$ cat config.mk
export PLATFORM = sky130hd
export DESIGN_NAME = da_shift_accumulator
export DESIGN_NICKNAME = d
export VERILOG_FILES = /design/src/rtl/da_shift_accumulator_pkg.sv /design/src/rtl/da_shift_accumulator_cla_adder.sv /design/src/rtl/da_shift_accumulator.sv
export SDC_FILE = /design/constraint.sdc
export NUM_CORES = 1
export LEC_CHECK = 0
export BUFFER_PORTS_ARGS = -buffer_cell sky130_fd_sc_hd__buf_2
export CAP_MARGIN = 5
export CORE_ASPECT_RATIO = 1.1
export CORE_MARGIN = 5
export CORE_UTILIZATION = 38
export DETAILED_ROUTE_END_ITERATION = 10
export HOLD_SLACK_MARGIN = 0.15
export MAX_ROUTING_LAYER = met4
export PLACE_DENSITY = 0.52
export SLEW_MARGIN = 20
export SYNTH_ARGS = -nofsm -noshare
export SYNTH_HDL_FRONTEND = slang
export SYNTH_SLANG_ARGS = --single-unit
$ cat constraint.sdc
create_clock -name clk -period 5.2 [get_ports clk]
set_clock_uncertainty 0.1 [all_clocks]
set_input_delay 1.04 -clock clk [delete_from_list [all_inputs] [get_ports clk]]
set_output_delay 1.04 -clock clk [all_outputs]
set_load 0.01 [all_outputs]
$ cat src/rtl/da_shift_accumulator_pkg.sv
`default_nettype none
// ============================================================================
// Module      : da_shift_accumulator_pkg
// Description : Shared definitions for the DA shift-accumulate stage of the
//               8-point DCT: FSM state encoding, counter-width and
//               accumulator-width helpers. The ROM and transpose stages use
//               the same width derivation.
// Revision    : 1.0 - initial release
// ============================================================================
package da_shift_accumulator_pkg;

  // FSM state encoding, shared across the DCT stages
  typedef enum logic [1:0] {
    IDLE  = 2'd0,
    ACCUM = 2'd1,
    DONE  = 2'd2
  } state_t;

  // Width of a counter that must hold the values 0 .. n-1 (n >= 2)
  function automatic int cnt_width(input int n);
    return (n <= 2) ? 1 : $clog2(n);
  endfunction

  // Accumulator width: partial product plus one growth bit per bit-plane
  function automatic int acc_width(input int pp_w, input int in_b);
    return pp_w + in_b;
  endfunction

endpackage
`default_nettype wire

$ cat src/rtl/da_shift_accumulator_cla_adder.sv
`default_nettype none
// ============================================================================
// Module      : cla_adder
// Description : Parallel-prefix (Kogge-Stone style) carry-lookahead adder.
//               sum = a + b + cin, modulo 2^WIDTH; cout is the carry out.
// Ports       : a, b   - WIDTH-bit operands
//               cin    - carry in
//               sum    - WIDTH-bit result
//               cout   - carry out of the MSB
// Revision    : 1.0 - initial release
// ============================================================================
module cla_adder #(
  parameter int WIDTH = 21
) (
  input  logic [WIDTH-1:0] a,
  input  logic [WIDTH-1:0] b,
  input  logic             cin,
  output logic [WIDTH-1:0] sum,
  output logic             cout
);

  localparam int LEVELS = (WIDTH > 1) ? $clog2(WIDTH) : 1;

  logic [WIDTH-1:0] w_gpre;   // group generate over bits [i:0]
  logic [WIDTH-1:0] w_ppre;   // group propagate over bits [i:0]
  logic [WIDTH:0]   w_carry;  // carry into each bit, plus carry out

  // Prefix tree: each level combines (G,P) of bit i with bit i-2^l. Bits
  // below 2^l see zeros shifted in for G (unchanged) and ones for P
  // (unchanged), so they simply pass through.
  always_comb begin
    logic [WIDTH-1:0] g;
    logic [WIDTH-1:0] p;
    g = a & b;
    p = a ^ b;
    for (int l = 0; l < LEVELS; l++) begin
      g = g | (p & (g << (1 << l)));
      p = p & ~((~p) << (1 << l));
    end
    w_gpre = g;
    w_ppre = p;
  end

  // Carry into bit i+1 = G[i:0] | (P[i:0] & cin)
  assign w_carry = {w_gpre | (w_ppre & {WIDTH{cin}}), cin};
  assign sum     = (a ^ b) ^ w_carry[WIDTH-1:0];
  assign cout    = w_carry[WIDTH];

endmodule
`default_nettype wire

$ cat src/rtl/da_shift_accumulator.sv
`default_nettype none
// ============================================================================
// Module      : da_shift_accumulator
// Description : Distributed-arithmetic shift-accumulate stage of the
//               memory-based 8-point DCT. Takes one signed ROM partial
//               product per input bit-plane (MSB/sign plane first) and emits
//               one signed coefficient every IN_BITS accepted beats:
//                 out = sum_j P_j*2^j - 2*P_{B-1}*2^{B-1}
//               i.e. the sign plane carries negative weight.
// Ports       : clk, rst            - clock, synchronous active-high reset
//               in_valid/in_ready   - partial product handshake
//               in_pp               - signed partial product (PP_WIDTH)
//               out_valid/out_ready - result handshake
//               out_data            - signed coefficient (ACC_W)
// Revision    : 1.0 - initial release
// ============================================================================
module da_shift_accumulator
  import da_shift_accumulator_pkg::*;
#(
  parameter  int PP_WIDTH = 12,
  parameter  int IN_BITS  = 9,
  localparam int ACC_W    = acc_width(PP_WIDTH, IN_BITS)
) (
  input  logic                clk,
  input  logic                rst,
  input  logic                in_valid,
  output logic                in_ready,
  input  logic [PP_WIDTH-1:0] in_pp,
  output logic                out_valid,
  input  logic                out_ready,
  output logic [ACC_W-1:0]    out_data
);

  localparam int               CW         = cnt_width(IN_BITS);
  localparam logic [CW-1:0]    C_CNT_LAST = CW'(IN_BITS - 1);
  localparam logic [CW-1:0]    C_CNT_ONE  = CW'(1);

  state_t           r_state;
  logic [CW-1:0]    r_cnt;
  logic [ACC_W-1:0] r_acc;

  logic             w_accept;
  logic             w_first;
  logic [ACC_W-1:0] w_sext;
  logic [ACC_W-1:0] w_op_a;
  logic [ACC_W-1:0] w_op_b;
  logic [ACC_W-1:0] w_sum;
  logic             w_cout_unused;

  // In DONE the stage only takes a new beat if the result leaves this cycle
  assign in_ready = (r_state == DONE) ? out_ready : 1'b1;
  assign w_accept = in_valid & in_ready;

  // Any beat accepted outside ACCUM is the sign plane of a new coefficient
  assign w_first = (r_state != ACCUM);
  assign w_sext  = {{IN_BITS{in_pp[PP_WIDTH-1]}}, in_pp};

  // Sign plane: 0 + ~x + 1 = -x. Other planes: (acc << 1) + x.
  assign w_op_a = w_first ? '0 : {r_acc[ACC_W-2:0], 1'b0};
  assign w_op_b = w_first ? ~w_sext : w_sext;

  cla_adder #(
    .WIDTH (ACC_W)
  ) u_cla_adder (
    .a    (w_op_a),
    .b    (w_op_b),
    .cin  (w_first),
    .sum  (w_sum),
    .cout (w_cout_unused)
  );

  always_ff @(posedge clk) begin
    if (rst) begin
      r_state   <= IDLE;
      r_cnt     <= '0;
      r_acc     <= '0;
      out_valid <= 1'b0;
      out_data  <= '0;
    end else begin
      case (r_state)
        IDLE: begin
          if (w_accept) begin
            r_acc   <= w_sum;
            r_cnt   <= C_CNT_ONE;
            r_state <= ACCUM;
          end
        end
        ACCUM: begin
          if (w_accept) begin
            r_acc <= w_sum;
            if (r_cnt == C_CNT_LAST) begin
              out_data  <= w_sum;
              out_valid <= 1'b1;
              r_cnt     <= '0;
              r_state   <= DONE;
            end else begin
              r_cnt <= r_cnt + C_CNT_ONE;
            end
          end
        end
        DONE: begin
          if (out_ready) begin
            out_valid <= 1'b0;
            if (in_valid) begin
              // Result leaves and the next sign plane arrives together
              r_acc   <= w_sum;
              r_cnt   <= C_CNT_ONE;
              r_state <= ACCUM;
            end else begin
              r_state <= IDLE;
            end
          end
        end
        default: begin
          r_state   <= IDLE;
          r_cnt     <= '0;
          out_valid <= 1'b0;
        end
      endcase
    end
  end

endmodule
`default_nettype wire

==> flow_metrics.env <==
export IMPL_outcome="complete, no violations"
export IMPL_hold_path_class="flop to flop"
export IMPL_grt_pass1_vias=2950
export IMPL_synth_edff_count=0
export IMPL_dp_cells=559
export IMPL_slew_headroom_pct=40.4
export IMPL_dieWidth_um=98.6
export IMPL_fin_crit_ns=4.06
export IMPL_arrival_ns=4.18
export IMPL_numPortBuffers=38
export IMPL_start_util_pct=39.0
export IMPL_synthCells=443
export IMPL_r2r_end="r_acc[18]"
export IMPL_track_usage_pct=17.3
export IMPL_fin_util_pct=42.7
export IMPL_power_per_cell_area_mw_per_mm2=247
export IMPL_layout_cells_non_filler=567
export IMPL_synth_nets=472
export IMPL_netlist_top_cells_area="dfxtp_1, nand2_1, a21oi_1"
export IMPL_startpoint_type="flop"
export IMPL_cts_buffer_depth=2
export IMPL_rrSetupSlack_ns=1.14
export IMPL_synth_top_area_share_pct=29.3
export IMPL_syn_area_mm2=0.00328
export IMPL_cp_data_required_time_ns=5.32
export IMPL_drive_above_1_share_pct=13.6
export IMPL_gp_congestion=0.874
export IMPL_rsz0062_at_grt="false"
export IMPL_hpwlAfterDp_mm=5.93
export IMPL_ys_seq_area_share_pct=29.3
export IMPL_register_area_um2=961
export IMPL_n_fill_cell=930
export IMPL_hold_end="r_acc[5]"
export IMPL_cts_sinks=48
export IMPL_synth_flop_cell="dfxtp_1"
export IMPL_setup_tns_ns=0
export IMPL_h_tree_depth=2
export IMPL_synth_warnings=0
export IMPL_antenna_found_initial=0
export IMPL_grt_remaining_overflow=0
export IMPL_via_per_inst=5.54
export IMPL_syn_to_final_growth_pct=9.62
export IMPL_tightest_slew_ns=0.891
export IMPL_core_area_mm2=0.00841
export IMPL_multi_input_area_mm2=0.00214
export IMPL_setup_viol=0
export IMPL_min_delay_start="r_acc[5]"
export IMPL_fin_nets=484
export IMPL_cts_hold_buf=0
export IMPL_synth_seq_cells=48
export IMPL_cts_reportedPaths_clkPinSlew_ns=0.10
export IMPL_critical_path_class="flop to flop"
export IMPL_cts_root_buf="clkbuf_8"
export IMPL_fp_row_count=35
export IMPL_vias=3140
export IMPL_die_h_um=107
export IMPL_die_area_mm2=0.0106
export IMPL_r2r_start="r_state[0]"
export IMPL_maxCapViolations=0
export IMPL_cts_buffers=5
export IMPL_reg2reg_depth=12
export IMPL_holdPathStages=2
export IMPL_yosys_area_top_type="dfxtp_1"
export IMPL_period_share_pct=78.1
export IMPL_tritoncts="built"
export IMPL_routedWlPerCell_um=15.3
export IMPL_peakVddDrop_mv=0.113
export IMPL_crit_fanout=16
export IMPL_post_cts_buffers=0
export IMPL_antenna_cells=0
export IMPL_io_pins=39
export IMPL_drtIter0Drc=190
export IMPL_finalHoldViolCount=0
export IMPL_slew_viol_final=0
export IMPL_grt_pass1_wl_mm=14.8
export IMPL_clk_latency_ns=0.31
export IMPL_cp_end_kind="flop"
export IMPL_drt_wl_total_mm=8.65
export IMPL_first_pass_iters=4
export IMPL_postRouteAntennaNets=0
export IMPL_grt_max_degree=43
export IMPL_drc=0
export IMPL_max_freq_mhz=246
export IMPL_synth_avg_cell_area_um2=7.40
export IMPL_p_leak_nw=1.41
export IMPL_ys_async_sr_fraction_pct=0
export IMPL_cts_resized=0
export IMPL_yosysUniqueCellTypes=64
[worst max-delay path: stages, from the launching register on]
cell,delay (ns)
dfxtp_1,0.60
nor2b_4,0.47
buf_4,0.32
xnor2_1,0.15
ha_1,0.27
o21a_1,0.17
nor2_1,0.19
nor3_2,0.12
a311oi_2,0.42
o31ai_2,0.22
or4_1,0.43
a31o_1,0.24
o41ai_2,0.25
[placed cells by master, fill, tap and decap left out, drive strengths merged, types with 12 or more instances in the layout]
cell type	instances
nor2	39
and2	13
dfxtp	48
nor3	12
xnor2	19
a21oi	44
ha	13
nand2	65
inv	13
buf	41
nand3	17
o21ai	22
[per-stage QoR]
| stage | cell area [um^2] | worst slack, ns | total power, mW | hold WS [ns] |
|---|---|---|---|---|
| floorplan | 3280 | 0.930 | 0.607 | 0.332 |
| detailed placement | 3500 | 1.12 | 0.659 | 0.344 |
| global placement | 3500 | 1.16 | 0.658 | 0.337 |
| global route | 3590 | 0.776 | 0.953 | 0.372 |
| finish | 3590 | 1.14 | 0.889 | 0.355 |
| CTS | 3590 | 1.15 | 0.899 | 0.358 |
[per-layer routing]
metal,global-route usage [%],wire length [um],vias up
li1,-,-,1607
met4,3.51,79,0
met5,-,0,-
met3,2.14,174,5
met1,23.2,4330,1484
met2,28.1,4070,44
[area by class of cell]
type	count	share of cell area (%)
multi-input cells	347	59.7
flip-flops and latches	48	26.7
repair buffers	41	5.92
well taps	111	3.86
clock buffers	5	1.92
inverters	12	1.25
clock inverters	3	0.627
[kinds of logic after synthesis]
kind of cell / synth area share, %
xor gates and xnor gates: 6.41
and+or+nand+nor: 25.5
adders and majority gates: 4.96
DFF: 29.3
buffers and inverters: 5.76
AOI/OAI and AO/OA: 27.1
muxes: 0.916
[state kept, by name, summed over array words and instances, names as in the netlist]
signal	cells
r_state	2
r_acc	20
out_valid	1
r_cnt	4
out_data	21
[Yosys cell counts, types with 4 or more instances]
library cell and n:
inv_1 11, nand3_1 17, a31oi_1 8, a211oi_1 6
nor4_1 4, nor3_1 11, o21ai_0 21, dfxtp_1 48
buf_1 4, xor2_1 5, ha_1 13, nand2_1 65
nor2b_1 5, and2_1 13, and3_1 5, xnor2_1 19
nor2_1 39, nand2b_1 4, a21oi_1 44, o21a_1 5
o41ai_1 7, clkbuf_1 30
[how the worst max path moves through the flow]
stage | start | endpoint | slack (ns) | cells past startpoint
after floorplan | r_state[1] | r_acc[18] | 0.93 | 15
after global placement | in_pp[1] | r_acc[18] | 1.16 | 11
after detailed placement | in_pp[1] | r_acc[19] | 1.12 | 11
after CTS | r_state[0] | r_acc[18] | 1.15 | 11
after global routing | r_state[0] | r_acc[18] | 0.78 | 12
final | r_state[0] | r_acc[18] | 1.14 | 12
[where the power goes]
part / switching, mW / internal, mW / leakage, nW
sequential: 0.0258 / 0.385 / 0.391
combinational: 0.142 / 0.0984 / 0.967
clock: 0.142 / 0.0968 / 0.0485
Note: power is estimated with default switching activity, not from simulation.
